[config.mk]
export PLATFORM = sky130hd
export DESIGN_NAME = addsub_multicycle
export DESIGN_NICKNAME = d
export VERILOG_FILES = /design/src/rtl/addsub_multicycle_pkg.sv /design/src/rtl/addsub_multicycle_adder_chunk.sv /design/src/rtl/addsub_multicycle.sv
export SDC_FILE = /design/constraint.sdc
export NUM_CORES = 1
export LEC_CHECK = 0
export BUFFER_PORTS_ARGS = -buffer_cell sky130_fd_sc_hd__buf_2
export CAP_MARGIN = 20
export CELL_PAD_IN_SITES_DETAIL_PLACEMENT = 1
export CELL_PAD_IN_SITES_GLOBAL_PLACEMENT = 1
export CORE_UTILIZATION = 40
export CTS_CLUSTER_DIAMETER = 50
export DETAILED_ROUTE_END_ITERATION = 10
export PLACE_DENSITY = 0.81
export SLEW_MARGIN = 20
export SYNTH_ARGS = -nofsm -noshare
export SYNTH_HDL_FRONTEND = slang
export SYNTH_SLANG_ARGS = --single-unit
[constraint.sdc]
create_clock -name clk -period 3.76 [get_ports clk]
set_input_delay 0.188 -clock clk [delete_from_list [all_inputs] [get_ports clk]]
set_output_delay 0.188 -clock clk [all_outputs]
set_load 0.01 [all_outputs]
[src/rtl/addsub_multicycle_pkg.sv]
// Shared definitions for the chunked add/subtract unit: FSM encodings,
// mode constants and the counter-width helper.
`ifndef ADDSUB_MULTICYCLE_PKG_SV
`define ADDSUB_MULTICYCLE_PKG_SV
package addsub_multicycle_pkg;

  typedef enum logic [1:0] {
    IDLE = 2'd0,
    RUN  = 2'd1,
    DONE = 2'd2
  } state_t;

  localparam logic ADD = 1'b0;
  localparam logic SUB = 1'b1;

  // Chunk counter needs at least one bit even when a single chunk covers WIDTH.
  function automatic int cnt_width(input int n);
    return (n > 1) ? $clog2(n) : 1;
  endfunction

endpackage
`endif

[src/rtl/addsub_multicycle_adder_chunk.sv]
// CHUNK-bit ripple adder shared across all cycles of an operation; exposes the
// carry into its top bit so the caller can derive signed overflow.
module adder_chunk #(
  parameter int CHUNK = 8
) (
  input  logic [CHUNK-1:0] a,
  input  logic [CHUNK-1:0] b,
  input  logic             cin,
  output logic [CHUNK-1:0] sum,
  output logic             cout,
  output logic             msb_cin
);

  logic [CHUNK:0] w_c;

  assign w_c[0] = cin;

  generate
    for (genvar gi = 0; gi < CHUNK; gi++) begin : g_bit
      assign sum[gi]    = a[gi] ^ b[gi] ^ w_c[gi];
      assign w_c[gi+1]  = (a[gi] & b[gi]) | (a[gi] & w_c[gi]) | (b[gi] & w_c[gi]);
    end
  endgenerate

  assign cout    = w_c[CHUNK];
  assign msb_cin = w_c[CHUNK-1];

endmodule

[src/rtl/addsub_multicycle.sv]
// Multi-cycle two's-complement add/subtract: WIDTH-bit operands are consumed
// CHUNK bits per clock through one shared adder behind a start/done handshake.
module addsub_multicycle
  import addsub_multicycle_pkg::*;
#(
  parameter int WIDTH = 32,
  parameter int CHUNK = 8
) (
  input  logic             clk,
  input  logic             rst,
  input  logic             start,
  input  logic             sub,
  input  logic [WIDTH-1:0] in_a,
  input  logic [WIDTH-1:0] in_b,
  output logic             ready,
  output logic             done,
  output logic [WIDTH-1:0] out,
  output logic             carry_out,
  output logic             overflow
);

  localparam int N  = WIDTH / CHUNK;
  localparam int CW = cnt_width(N);
  localparam logic [CW-1:0] LAST = CW'(N - 1);

  state_t r_state;
  state_t w_state_next;

  logic [WIDTH-1:0] r_a;
  logic [WIDTH-1:0] r_b;
  logic [WIDTH-1:0] r_res;
  logic             r_carry;
  logic [CW-1:0]    r_cnt;
  logic [WIDTH-1:0] r_out;
  logic             r_cout;
  logic             r_ovf;

  logic [CHUNK-1:0]       w_sum;
  logic                   w_cout;
  logic                   w_msb_cin;
  logic [WIDTH+CHUNK-1:0] w_cat;
  logic [WIDTH-1:0]       w_res_shift;
  logic                   w_accept;
  logic                   w_last;

  adder_chunk #(.CHUNK(CHUNK)) u_adder (
    .a       (r_a[CHUNK-1:0]),
    .b       (r_b[CHUNK-1:0]),
    .cin     (r_carry),
    .sum     (w_sum),
    .cout    (w_cout),
    .msb_cin (w_msb_cin)
  );

  // New chunk enters at the top; after N shifts chunk 0 sits at bit 0.
  assign w_cat       = {w_sum, r_res};
  assign w_res_shift = w_cat[WIDTH+CHUNK-1:CHUNK];
  assign w_accept    = (r_state != RUN) && start;
  assign w_last      = (r_state == RUN) && (r_cnt == LAST);

  always_ff @(posedge clk or posedge rst) begin
    if (rst) begin
      r_state <= IDLE;
    end else begin
      r_state <= w_state_next;
    end
  end

  always_comb begin
    w_state_next = r_state;
    ready        = 1'b1;
    done         = 1'b0;
    case (r_state)
      IDLE: begin
        if (start) w_state_next = RUN;
      end
      RUN: begin
        ready = 1'b0;
        if (r_cnt == LAST) w_state_next = DONE;
      end
      DONE: begin
        done         = 1'b1;
        w_state_next = start ? RUN : IDLE;
      end
      default: w_state_next = IDLE;
    endcase
  end

  always_ff @(posedge clk or posedge rst) begin
    if (rst) begin
      r_a     <= '0;
      r_b     <= '0;
      r_res   <= '0;
      r_carry <= 1'b0;
      r_cnt   <= '0;
      r_out   <= '0;
      r_cout  <= 1'b0;
      r_ovf   <= 1'b0;
    end else if (w_accept) begin
      // Subtract is a + ~b + 1; the +1 rides in on the initial carry.
      r_a     <= in_a;
      r_b     <= (sub == SUB) ? ~in_b : in_b;
      r_carry <= sub;
      r_cnt   <= '0;
      r_res   <= '0;
    end else if (r_state == RUN) begin
      r_a     <= r_a >> CHUNK;
      r_b     <= r_b >> CHUNK;
      r_res   <= w_res_shift;
      r_carry <= w_cout;
      r_cnt   <= r_cnt + CW'(1);
      if (w_last) begin
        r_out  <= w_res_shift;
        r_cout <= w_cout;
        r_ovf  <= w_cout ^ w_msb_cin;
      end
    end
  end

  assign out       = r_out;
  assign carry_out = r_cout;
  assign overflow  = r_ovf;

endmodule

==> results.txt, run 1 <==
The area of placed instances is 6320 sq um. At the end of the flow the core is filled with cells to 0.497. STA puts the critical path data arrival time at 3.85 ns. The main flop type after synthesis is dfrtp_1.

The run finished with clean final reports. In this run, synthesis inferred 0 flip-flops with an integrated enable. The number of DRC violations after detailed routing is 0. The number of maximum-capacitance constraint violations is 0.

The cell chosen for the clock root is clkbuf_16. The top-level port count came out at 104. In the post-synthesis netlist, the cell with the most instances is dfrtp_1. Of the total synthesized cell area, the portion taken by full adders, half adders and majority gates is 0.0298. CTS saw 127 sinks. With fillers left out, the area of the finished cells amounts to 6960 sq um. The mean area per synthesized cell came out at 11.1 sq um.

The pin count of the biggest net entering global routing is 114. Adding up every negative setup slack in the final design gives 0 ns. The complex-gate fraction of the synthesized area was 0.0880. The row count is 43.

Of all cell types, the one taking the most synthesized area is dfrtp_1. The clock network latency to the later pin of the worst-skew pair is 0.42 ns. CTS built an H-tree with a depth of 4. The post-synthesis instance area came out at 5790 sq um. The via count of the routed design is 4058. The post-placement setup slack is 0.0265 ns. The final setup skew is 0.00629 ns. The worst setup path is launched from a flip-flop. Detailed placement ended at an HPWL of 9160 microns.

Synthesis produced a netlist whose cell count is 520. The share of the synthesized netlist area taken by xor and xnor gates is 0.0499. The remaining global-route overflow is 0.

The total number of yosys warnings came out at 0. The final hold slack came out at 0.0168 ns. Yosys attributes the largest share of cell area to dfrtp_1, mux2i_1, o21ai_0. In this run the tool buffered the top-level ports with 103 buffer cells. Across every metal layer, demand over resource in global routing totals 0.206.

The normalized max-slew margin came out at 0.391. The iteration-0 DRC count of the detailed router came out at 229. The share of synthesized flip-flops with an asynchronous set or reset came out at 1.00. Of the total synthesized cell area, the portion taken by AND, OR, NAND and NOR gates is 0.0794. The slowest stage of the critical path belongs to the cell fa_2. Fill cells in the final layout number 1545.

The total detailed-routing wirelength is 13900 microns. The maximum vdd drop is 0.352 mV. The core area came out at 14000 sq um. The area of the die came out at 15000 sq um. The clock passes through at most 2 buffers. The initial antenna violation count is 1. For this run, the register share of the synthesized area comes to 0.549. The first-pass GRT wire length is 23000 microns.

Of the post-synthesis cell area, the part taken by muxes is 0.147. The tightest min-delay check is of the in2reg type. In the final layout, the share of cells above drive strength 1 is 0.275. By startpoint and endpoint, the worst setup path is classified as reg2reg. By area, the combinational part of the netlist is dominated by multiplexers. The area fraction of the dominant cell type after synthesis is 0.549. The die outline height came out at 122 microns. After synthesis, the most frequently instantiated cells are dfrtp_1, nand2_1, o21ai_0. The number of vias per cell after detailed routing came out at 5.03. The number of slew-limit violations in the final report came out at 0. Routability-driven placement finished with a final weighted congestion of 0.763. The final layout contains 689 nets.

The worst setup path is captured at a flip-flop. The final-report setup violation count came out at 0. Traced cell by cell, the critical path runs through fa_1 > inv_1 > fa_1 > fa_1 > fa_2 > inv_1 > fa_1 > inv_1 > fa_2 > fa_2 > fa_2 > o21ai_0. The highest net fanout along the worst path is 2. The first-pass iteration count of the detailed router is 4. The data required time at the worst endpoint came out at 4.04 ns. The fraction of the cycle the final worst path needs came out at 0.950. Buffers inserted during clock tree synthesis total 17. The clock transition time at the flip-flop clock pins of the worst setup and hold paths is 0.06 ns. The number of failing hold endpoints at the final stage came out at 0. The wire length per cell came out at 17.3 microns. The delay contributed by the slowest stage of the critical path is 0.54 ns. The leakage power summed over all cells is 3.42 nW. The via count of the first global-routing pass is 4364. Based on the critical path, the design can be clocked at up to 0.280 GHz. The least setup slack across all paths after layout came out at 0.189 ns. The number of unique standard cell types used by synthesis came out at 29. At the pin with the least slew margin, the transition time is 0.913 ns. The TritonCTS clock tree is built.

Setup repair after global routing left no endpoint under its margin. In this run, synthesis produced a sequential element count of 127. The width of the chip is 122 microns. The net count after synthesis is 597. The clock period could shrink to 3.57 ns. The post-synthesis to final-layout area growth is 20.2%. The number of routed nets with antenna violations is 0. Dividing total power by cell area gives a power density of 848 nW/um^2. The initial standard-cell utilization of the core came out at 0.414.
[sequential cells by signal (all words and copies together) (netlist names)]
signal and count:
out 32, r_a 32, r_b 32, r_res 24
r_cnt 2, r_state 2, carry_out 1, overflow 1
r_carry 1
[layer usage]
layer,GRT usage,vias to the layer above,share of wire
li1,-,1916,-
met1,0.257,2018,0.44
met2,0.331,99,0.49
met3,0.0655,23,0.049
met4,0.0838,2,0.020
met5,0,-,0.00079
[worst paths after layout]
kind	start	to	slack (ns)	cells after the start
worst max-delay path	r_carry	out[31]	0.19	12
worst min register to register	r_a[15]	r_a[7]	0.47	2
max in group asynchronous	rst	r_a[8]	2.51	4
min in group asynchronous	rst	r_res[8]	0.46	3
worst max register to register	r_carry	out[31]	0.19	12
worst min-delay path	in_a[31]	r_a[31]	0.02	3
[cell families after synthesis]
group	after synthesis
AO/OA/AOI/OAI	101
AND/OR/NAND/NOR	113
flip-flops	127
buffers and inverters	55
multiplexers	82
XOR/XNOR	33
adder cells (fa/ha/maj)	9
[metrics by stage]
stage / cells / power (mW)
2_1_floorplan: 520 / 3.62
3_3_place_gp: 771 / 4.04
3_5_place_dp: 771 / 4.19
4_1_cts: 803 / 5.93
5_1_grt: 805 / 6.32
6_report: 806 / 5.90
[timing repair]
item | 4_1_cts | 5_1_grt
buffers inserted | 0 | 1
setup endpoints to repair | 1 | 4
gates resized for setup | 1 | 4
cloned | 0 | 0
hold buffers | 0 | 1
endpoints found under the hold margin | 0 | 26
pin swaps | 0 | 1
[worst max-delay path: cells and delay by family, from the launching register on]
family / cells / cell delay [ns]
AO/OA/AOI/OAI: 1 / 0.09
adder cells (fa/ha/maj): 8 / 2.76
buffers and inverters: 3 / 0.20
flip-flops: 1 / 0.38
[layout make-up]
class / instances / area, sq um / area share
timing repair buffer: 109 / 566 / 0.0813
clock buffer: 21 / 470 / 0.0676
inverter: 19 / 78.8 / 0.0113
tap: 180 / 225 / 0.0324
sequential: 127 / 3180 / 0.457
multi-input combinational: 338 / 2300 / 0.330
clock inverter: 11 / 138 / 0.0198
antenna: 1 / 2.50 / 0.000360
[layout by cell type (no fill, tap or decap), types with 2 or more instances in the layout]
master and n:
a21oi_1 9, buf_2 102, clkinvlp_4 3, xnor2_1 9
o21ai_1 16, o21ai_0 74, clkinv_2 5, nand3_1 7
bufinv_16 3, buf_4 6, nor2_1 8, nand2_1 94
dfrtp_1 127, fa_1 4, fa_2 4, mux2i_1 56
clkbuf_16 17, nor2b_1 2, inv_1 16, xor2_1 24
clkbuf_8 3, mux2_2 25
[power by group]
part	switching, mW	internal, mW	leakage [nW]
clock	0.602	1.09	0.295
combinational	1.13	0.751	1.50
sequential	0.374	1.96	1.63
total	2.11	3.80	3.42
Note: power is estimated with default switching activity, not from simulation.
==> run 2: changes to the inputs <==
BUFFER_PORTS_ARGS = not set   (was -buffer_cell sky130_fd_sc_hd__buf_2)
CORE_UTILIZATION = 45   (was 40)
DONT_BUFFER_PORTS = 1   (was not set)
PLACE_DENSITY = 0.79   (was 0.81)
==> run 2 against run 1 <==
Compared with the run above:
- cell area fell by 0.22%
- non-clock buffer count fell by 57
- maximum frequency rose by 0.36%
- clock skew rose by 0.0014 ns
- cell count fell by 8.2%
- largest cell class unchanged
- highest routed layer unchanged
==> results.txt, run 2 (synthesized netlist as in run 1, its figures left out) <==
The run finished with clean final reports. The maximum vdd drop is 0.382 mV (+8.4%). The wire length per cell came out at 18.2 microns (+5.4%). The non-filler instance count after layout is 740 (-8.2%).

The transition time of the tightest slew-check pin is 0.870 ns (-0.0432 ns). The initial antenna violation count is 1 (unchanged). The share of post-route cells with drive strength above 1 came out at 0.123 (-0.152).

The highest net fanout along the worst path is 2 (unchanged). The pin count of the biggest net entering global routing is 97 (-15%). The final setup skew was 0.00769 ns (+0.00140 ns).

The global routing usage summed across all routing layers came to 0.223 (+0.0171). The delay contributed by the slowest stage of the critical path came out at 0.54 ns (about the same). The TritonCTS clock tree is built. The total number of clock tree sinks came out at 127 (unchanged). The tightest min-delay check is of the in2reg type. The via count of the first global-routing pass was 4374 (+0.23%). The number of failing hold endpoints at the final stage came out at 0 (unchanged).

The last weighted congestion value of the routability-driven placer is 0.725 (-5.0%). Traced cell by cell, the critical path runs through fa_1 > inv_1 > fa_1 > fa_2 > fa_1 > inv_1 > fa_1 > inv_1 > fa_2 > fa_2 > fa_2 > o21ai_0. The layer flagged by global routing as most heavily used is met2.

STA classifies the critical path startpoint as a flip-flop. The maximum clock rate was 0.281 GHz (+0.36%). The worst setup path is captured at a flip-flop. The endpoint of the worst hold-timing path is r_a[19]. The via count of the routed design is 3836 (-5.5%).

The total detailed-routing wirelength came out at 13500 microns (-3.2%). The first-pass iteration count of the detailed router is 4 (unchanged). The slowest stage of the critical path belongs to the cell fa_2. The clock transition time at the flip-flop clock pins of the worst setup and hold paths came to 0.06 ns (about the same). The number of cells on the worst reg-to-reg path was 12 (unchanged).

The first-pass GRT wire length was 22200 microns (-3.4%). The final-stage net count came out at 632 (-8.3%). The final-report setup violation count is 0 (unchanged). The worst register-to-register path ends at out[31]. The number of slew-limit violations in the final report is 0 (unchanged). The deepest level of the CTS H-tree came out at 4 (unchanged). The fraction of the cycle the final worst path needs is 0.946 (-0.00341).

The number of vias per cell after detailed routing is 5.18 (+3.0%). The area of the die is 13300 sq um (-11%). The data required time at the worst endpoint is 4.02 ns (-0.02 ns). The worst path arrival time came out at 3.82 ns (-0.03 ns).

The setup path with the least slack is of type reg2reg. The total power of the final layout is 5.83 mW (-1.3%). The iteration-0 DRC count of the detailed router came out at 160 (-30%). The number of maximum-capacitance constraint violations is 0 (unchanged).

The areal power density over the cells came out at 839 nW/um^2 (-1.1%). The met2 usage in global routing was 0.396 (+0.0645). The remaining global-route overflow is 0 (unchanged). The met3 demand-to-capacity share in global routing came out at 0.0659 (+0.000373).

The half-perimeter wire length after detailed placement is 8330 microns (-9.0%). The row count came out at 41 (-4.7%). Leaving out fill and tap cells, the most frequent cell in the layout is dfrtp_1. The worst register-to-register path begins at r_b[0].

The die outline height came out at 115 microns (-5.6%). The top-level port count is 104 (unchanged). The area of placed instances is 5780 sq um (-8.5%). The TritonCTS buffer count was 17 (unchanged). The total instance count after detailed placement is 659 (-15%). The startpoint identified for the worst hold timing path is in_a[19]. The normalized max-slew margin is 0.420 (+0.0288). Setup repair after global routing left no endpoint under its margin. The number of buffers on the longest clock path is 2 (unchanged). The number of DRC violations after detailed routing is 0 (unchanged). The tree is rooted in a clkbuf_16. The area of all placed cells without fillers came out at 6940 sq um (-0.22%).

The number of instances on the worst hold path is 2 (-1). The core area was 12600 sq um (-10%). The least setup slack across all paths after layout is 0.202 ns (+0.0128 ns).

The number of buffers inserted by port buffering came out at 0 (-100%). The width of the chip came to 115 microns (-5.6%). The minimum period implied by the final worst setup slack is 3.56 ns (-0.0128 ns). The setup TNS is 0 ns (unchanged). The number of routed nets with antenna violations came out at 0 (unchanged).

The initial standard-cell utilization of the core is 0.460 (+0.0467). The number of antenna repair diodes came out at 0 (-1). The met1 track demand over resource is 0.254 (-0.00313). In the layout the commonest cells are dfrtp_1, nand2_1, o21ai_0. The clock network latency to the later pin of the worst-skew pair is 0.41 ns (about the same). The post-placement setup slack came out at 0.0668 ns (+0.0404 ns).

The leakage power summed over all cells came out at 3.20 nW (-6.6%). The number of fill cells in the layout was 1337 (-13%). The slack of the worst reg-to-reg path is 0.20 ns (about the same). The post-synthesis to final-layout area growth came out at 20.0%.
## run 2: cell count changes in the layout (fill, tap and decap cells not counted), sizes merged, moves of 2 or more
cell         delta
buf           -103
dlygate4sd3    +46
clkbuf          -3
clkinv          -3
clkinvlp        +3
bufinv          +2
## run 2: layout make-up
| class | count | area (sq um) | share of cell area |
|---|---|---|---|
| clock buffers | 18 | 439 | 0.0633 |
| clock inverters | 14 | 214 | 0.0308 |
| flip-flops and latches | 127 | 3180 | 0.458 |
| repair buffers | 52 | 520 | 0.0750 |
| inverters | 19 | 76.3 | 0.0110 |
| well taps | 172 | 215 | 0.0310 |
| multi-input cells | 338 | 2300 | 0.331 |
## run 2: worst max-delay path: cells and delay by family, from the launching register on
family                     cells  cell delay (ns)
buffers and inverters          3             0.19
AOI/OAI and AO/OA              1             0.09
adders and majority gates      8             2.73
DFF                            1             0.39
## run 2: worst max-delay path by stage
stage	startpoint	to	slack [ns]	depth (start not counted)
floorplan	rst	carry_out	0.19	1
global placement	r_a[0]	overflow	0.16	13
detailed placement	r_b[0]	overflow	0.07	13
CTS	r_b[0]	overflow	0.02	13
global route	r_a[0]	out[31]	0.02	12
finish	r_b[0]	out[31]	0.20	12
## run 2: per-stage QoR
| step | util | hold slack (ns) |
|---|---|---|
| 3_3_place_gp | 0.460 | 0.288 |
| 6_report | 0.552 | 0.000646 |
| 2_1_floorplan | - | 0.344 |
| 3_5_place_dp | 0.460 | 0.298 |
| 4_1_cts | 0.551 | 0.00129 |
| 5_1_grt | 0.552 | 0.0138 |
## run 2: report_power, final
| part | internal, mW | switching [mW] |
|---|---|---|
| logic | 0.667 | 0.928 |
| clock network | 1.19 | 0.607 |
| registers | 1.96 | 0.476 |
| total | 3.82 | 2.01 |
## run 2: what timing repair did
action | CTS | global route
setup endpoints to repair | 0 | 5
resized for setup | 0 | 4
hold endpoints to repair | 135 | 0
hold buffers | 48 | 0
buffers inserted | 0 | 1
## run 2: per-layer routing
metal | vias up | wire, microns | part of all wire
li1 | 1803 | - | -
met1 | 1930 | 5480 | 0.41
met2 | 86 | 7070 | 0.52
met3 | 15 | 746 | 0.055
met4 | 2 | 165 | 0.012
met5 | - | 17 | 0.0013
==> run 3: changes to the inputs <==
RECOVER_POWER = 25   (was not set)
==> run 3 against run 2 <==
Compared with the run above:
- the flow now finishes with violations (capacitance limit, slew limit)
- cell area barely moved
- cell count unchanged
- flip-flop and latch count unchanged
- via count about the same
- critical endpoint unchanged
- largest power group unchanged
==> results.txt, run 3 (synthesized netlist as in run 1, its figures left out) <==
The last weighted congestion value of the routability-driven placer came out at 0.725 (unchanged). The number of maximum-capacitance constraint violations came out at 1 (+1). The number of DRC violations after detailed routing is 0 (unchanged). The type of the worst setup path is reg2reg. The maximum vdd drop is 0.382 mV (unchanged). The global routing usage summed across all routing layers is 0.223 (unchanged). The first-pass GRT wire length is 22200 microns (unchanged). The share of post-route cells with drive strength above 1 came out at 0.123 (unchanged). The deepest level of the CTS H-tree is 4 (unchanged).

In this run the worst hold path is classified as in2reg. The number of routed nets with antenna violations came out at 0 (unchanged). The number of antenna repair diodes is 0 (unchanged). The area of the die is 13300 sq um (unchanged). The number of slew-limit violations in the final report is 97 (+97). The number of failing hold endpoints at the final stage is 0 (unchanged). In the layout the commonest cells are dfrtp_1, nand2_1, o21ai_0. The worst path arrival time is 3.82 ns (about the same).

The setup TNS was 0 ns (unchanged). The number of vias per cell after detailed routing is 5.18 (about the same). The row count came to 41 (unchanged). The highest net fanout along the worst path came out at 2 (unchanged).

The initial standard-cell utilization of the core is 0.460 (unchanged). The top-level port count is 104 (unchanged). The remaining global-route overflow came out at 0 (unchanged). The total detailed-routing wirelength is 13500 microns (about the same).

The end-of-flow core utilization came out at 0.552 (about the same). The final hold slack was 0.000641 ns (-0.00000480 ns). The non-filler instance count after layout came out at 740 (unchanged). The clock transition time at the flip-flop clock pins of the worst setup and hold paths came out at 0.06 ns (about the same).

The die outline height came out at 115 microns (unchanged). The post-placement setup slack is 0.0668 ns (unchanged). The number of instances on the worst hold path is 2 (unchanged). The final reports fail on capacitance limit, slew limit.

The number of fill cells in the layout came out at 1337 (unchanged). The half-perimeter wire length after detailed placement came to 8330 microns (unchanged). The least setup slack across all paths after layout is 0.202 ns (unchanged).

The logic depth of the worst path, buffers included is 12 (unchanged). The core area came out at 12600 sq um (unchanged). STA classifies the critical path endpoint as a flip-flop. The via count of the routed design is 3834 (-0.052%). The final setup skew came out at 0.00770 ns (+0.000000420 ns).

The commonest non-fill, non-tap cell in the layout is dfrtp_1. The cell chosen for the clock root is clkbuf_16. The TritonCTS buffer count came to 17 (unchanged). The leakage power summed over all cells is 3.19 nW (-0.14%).

The area of all placed cells without fillers is 6940 sq um (about the same). Setup repair after global routing left no endpoint under its margin. The area of placed instances is 5780 sq um (unchanged).

The library cell contributing the largest single delay on the critical path is fa_2. The number of cells on the worst reg-to-reg path came out at 12 (unchanged). The via count of the first global-routing pass is 4374 (unchanged). The total instance count after detailed placement was 659 (unchanged).

The number of buffers inserted by port buffering is 0 (unchanged). The run finished, with violations left. The minimum period implied by the final worst setup slack is 3.56 ns (unchanged). The iteration-0 DRC count of the detailed router was 160 (unchanged).

The data required time at the worst endpoint came out at 4.02 ns (about the same). The fraction of the cycle the final worst path needs came out at 0.946 (unchanged). The transition time of the tightest slew-check pin came out at 2.05 ns (+1.18 ns). The first-pass iteration count of the detailed router came to 4 (unchanged).

The number of buffers on the longest clock path is 2 (unchanged). The clock network latency to the later pin of the worst-skew pair is 0.41 ns (about the same). The delay contributed by the slowest stage of the critical path is 0.54 ns (about the same). The total power of the final layout came to 5.83 mW (about the same). The number of buffer and inverter stages on the critical path came out at 3 (unchanged). The initial antenna violation count came to 1 (unchanged). The post-synthesis to final-layout area growth is 19.9% (about the same). The normalized max-slew margin is -0.370 (-0.789).

Traced cell by cell, the critical path runs through fa_1 > inv_1 > fa_1 > fa_2 > fa_1 > inv_1 > fa_1 > inv_1 > fa_2 > fa_2 > fa_2 > o21ai_0. The width of the chip was 115 microns (unchanged). The TritonCTS clock tree is built. The areal power density over the cells came to 839 nW/um^2 (about the same). In this design, the largest share of critical-path delay is due to adder cells. The wire length per cell was 18.2 microns (about the same). The total number of clock tree sinks came out at 127 (unchanged). The maximum clock rate is 0.281 GHz (unchanged). The element type at the critical path start is a flip-flop. The pin count of the biggest net entering global routing is 97 (unchanged). The final-report setup violation count came out at 0 (unchanged).

The final-stage net count was 632 (unchanged).
==> run 3: cell types whose count changed in the layout (fill, tap and decap cells not counted) <==
cell / delta
inv_6: -1
clkinvlp_4: +1
==> run 3: final timing paths <==
kind                                from      end  slack (ns)
min in group asynchronous            rst  r_a[29]        0.87
max in group asynchronous            rst  out[25]        1.65
worst min register to register   r_b[28]  r_b[20]        0.49
worst min-delay path            in_a[19]  r_a[19]      0.0006
worst max-delay path              r_b[0]  out[31]        0.20
worst max register to register    r_b[0]  out[31]        0.20
==> run 3: worst register-to-register path, cell delays in order (launching register included) <==
cell	delay [ns]
dfrtp_1	0.39
fa_1	0.20
inv_1	0.06
fa_1	0.38
fa_2	0.35
fa_1	0.37
inv_1	0.08
fa_1	0.16
inv_1	0.05
fa_2	0.35
fa_2	0.39
fa_2	0.54
o21ai_0	0.09
==> run 3: what timing repair did <==
item	in CTS	in global routing
resized for setup	0	4
buffers inserted	0	1
endpoints found under the hold margin	135	0
setup endpoints to repair	0	5
hold buffers	48	0
==> run 3: metal layers <==
layer | vias to the layer above | wire length, microns | track usage
li1 | 1802 | - | -
met4 | 2 | 165 | 0.0831
met2 | 88 | 7070 | 0.396
met5 | - | 17 | 0
met1 | 1927 | 5480 | 0.254
met3 | 15 | 753 | 0.0659
==> run 3: cell type report <==
cell class              count  area [sq um]  area share
well taps                 172           215      0.0310
clock buffers              18           439      0.0633
multi-input cells         338          2300       0.331
inverters                  19          75.1      0.0108
repair buffers             52           520      0.0750
flip-flops and latches    127          3180       0.458
clock inverters            14           214      0.0308
==> run 3: report_power, final <==
group          switching (mW)  internal, mW
Combinational           0.927         0.667
Sequential              0.476          1.96
Clock                   0.607          1.19
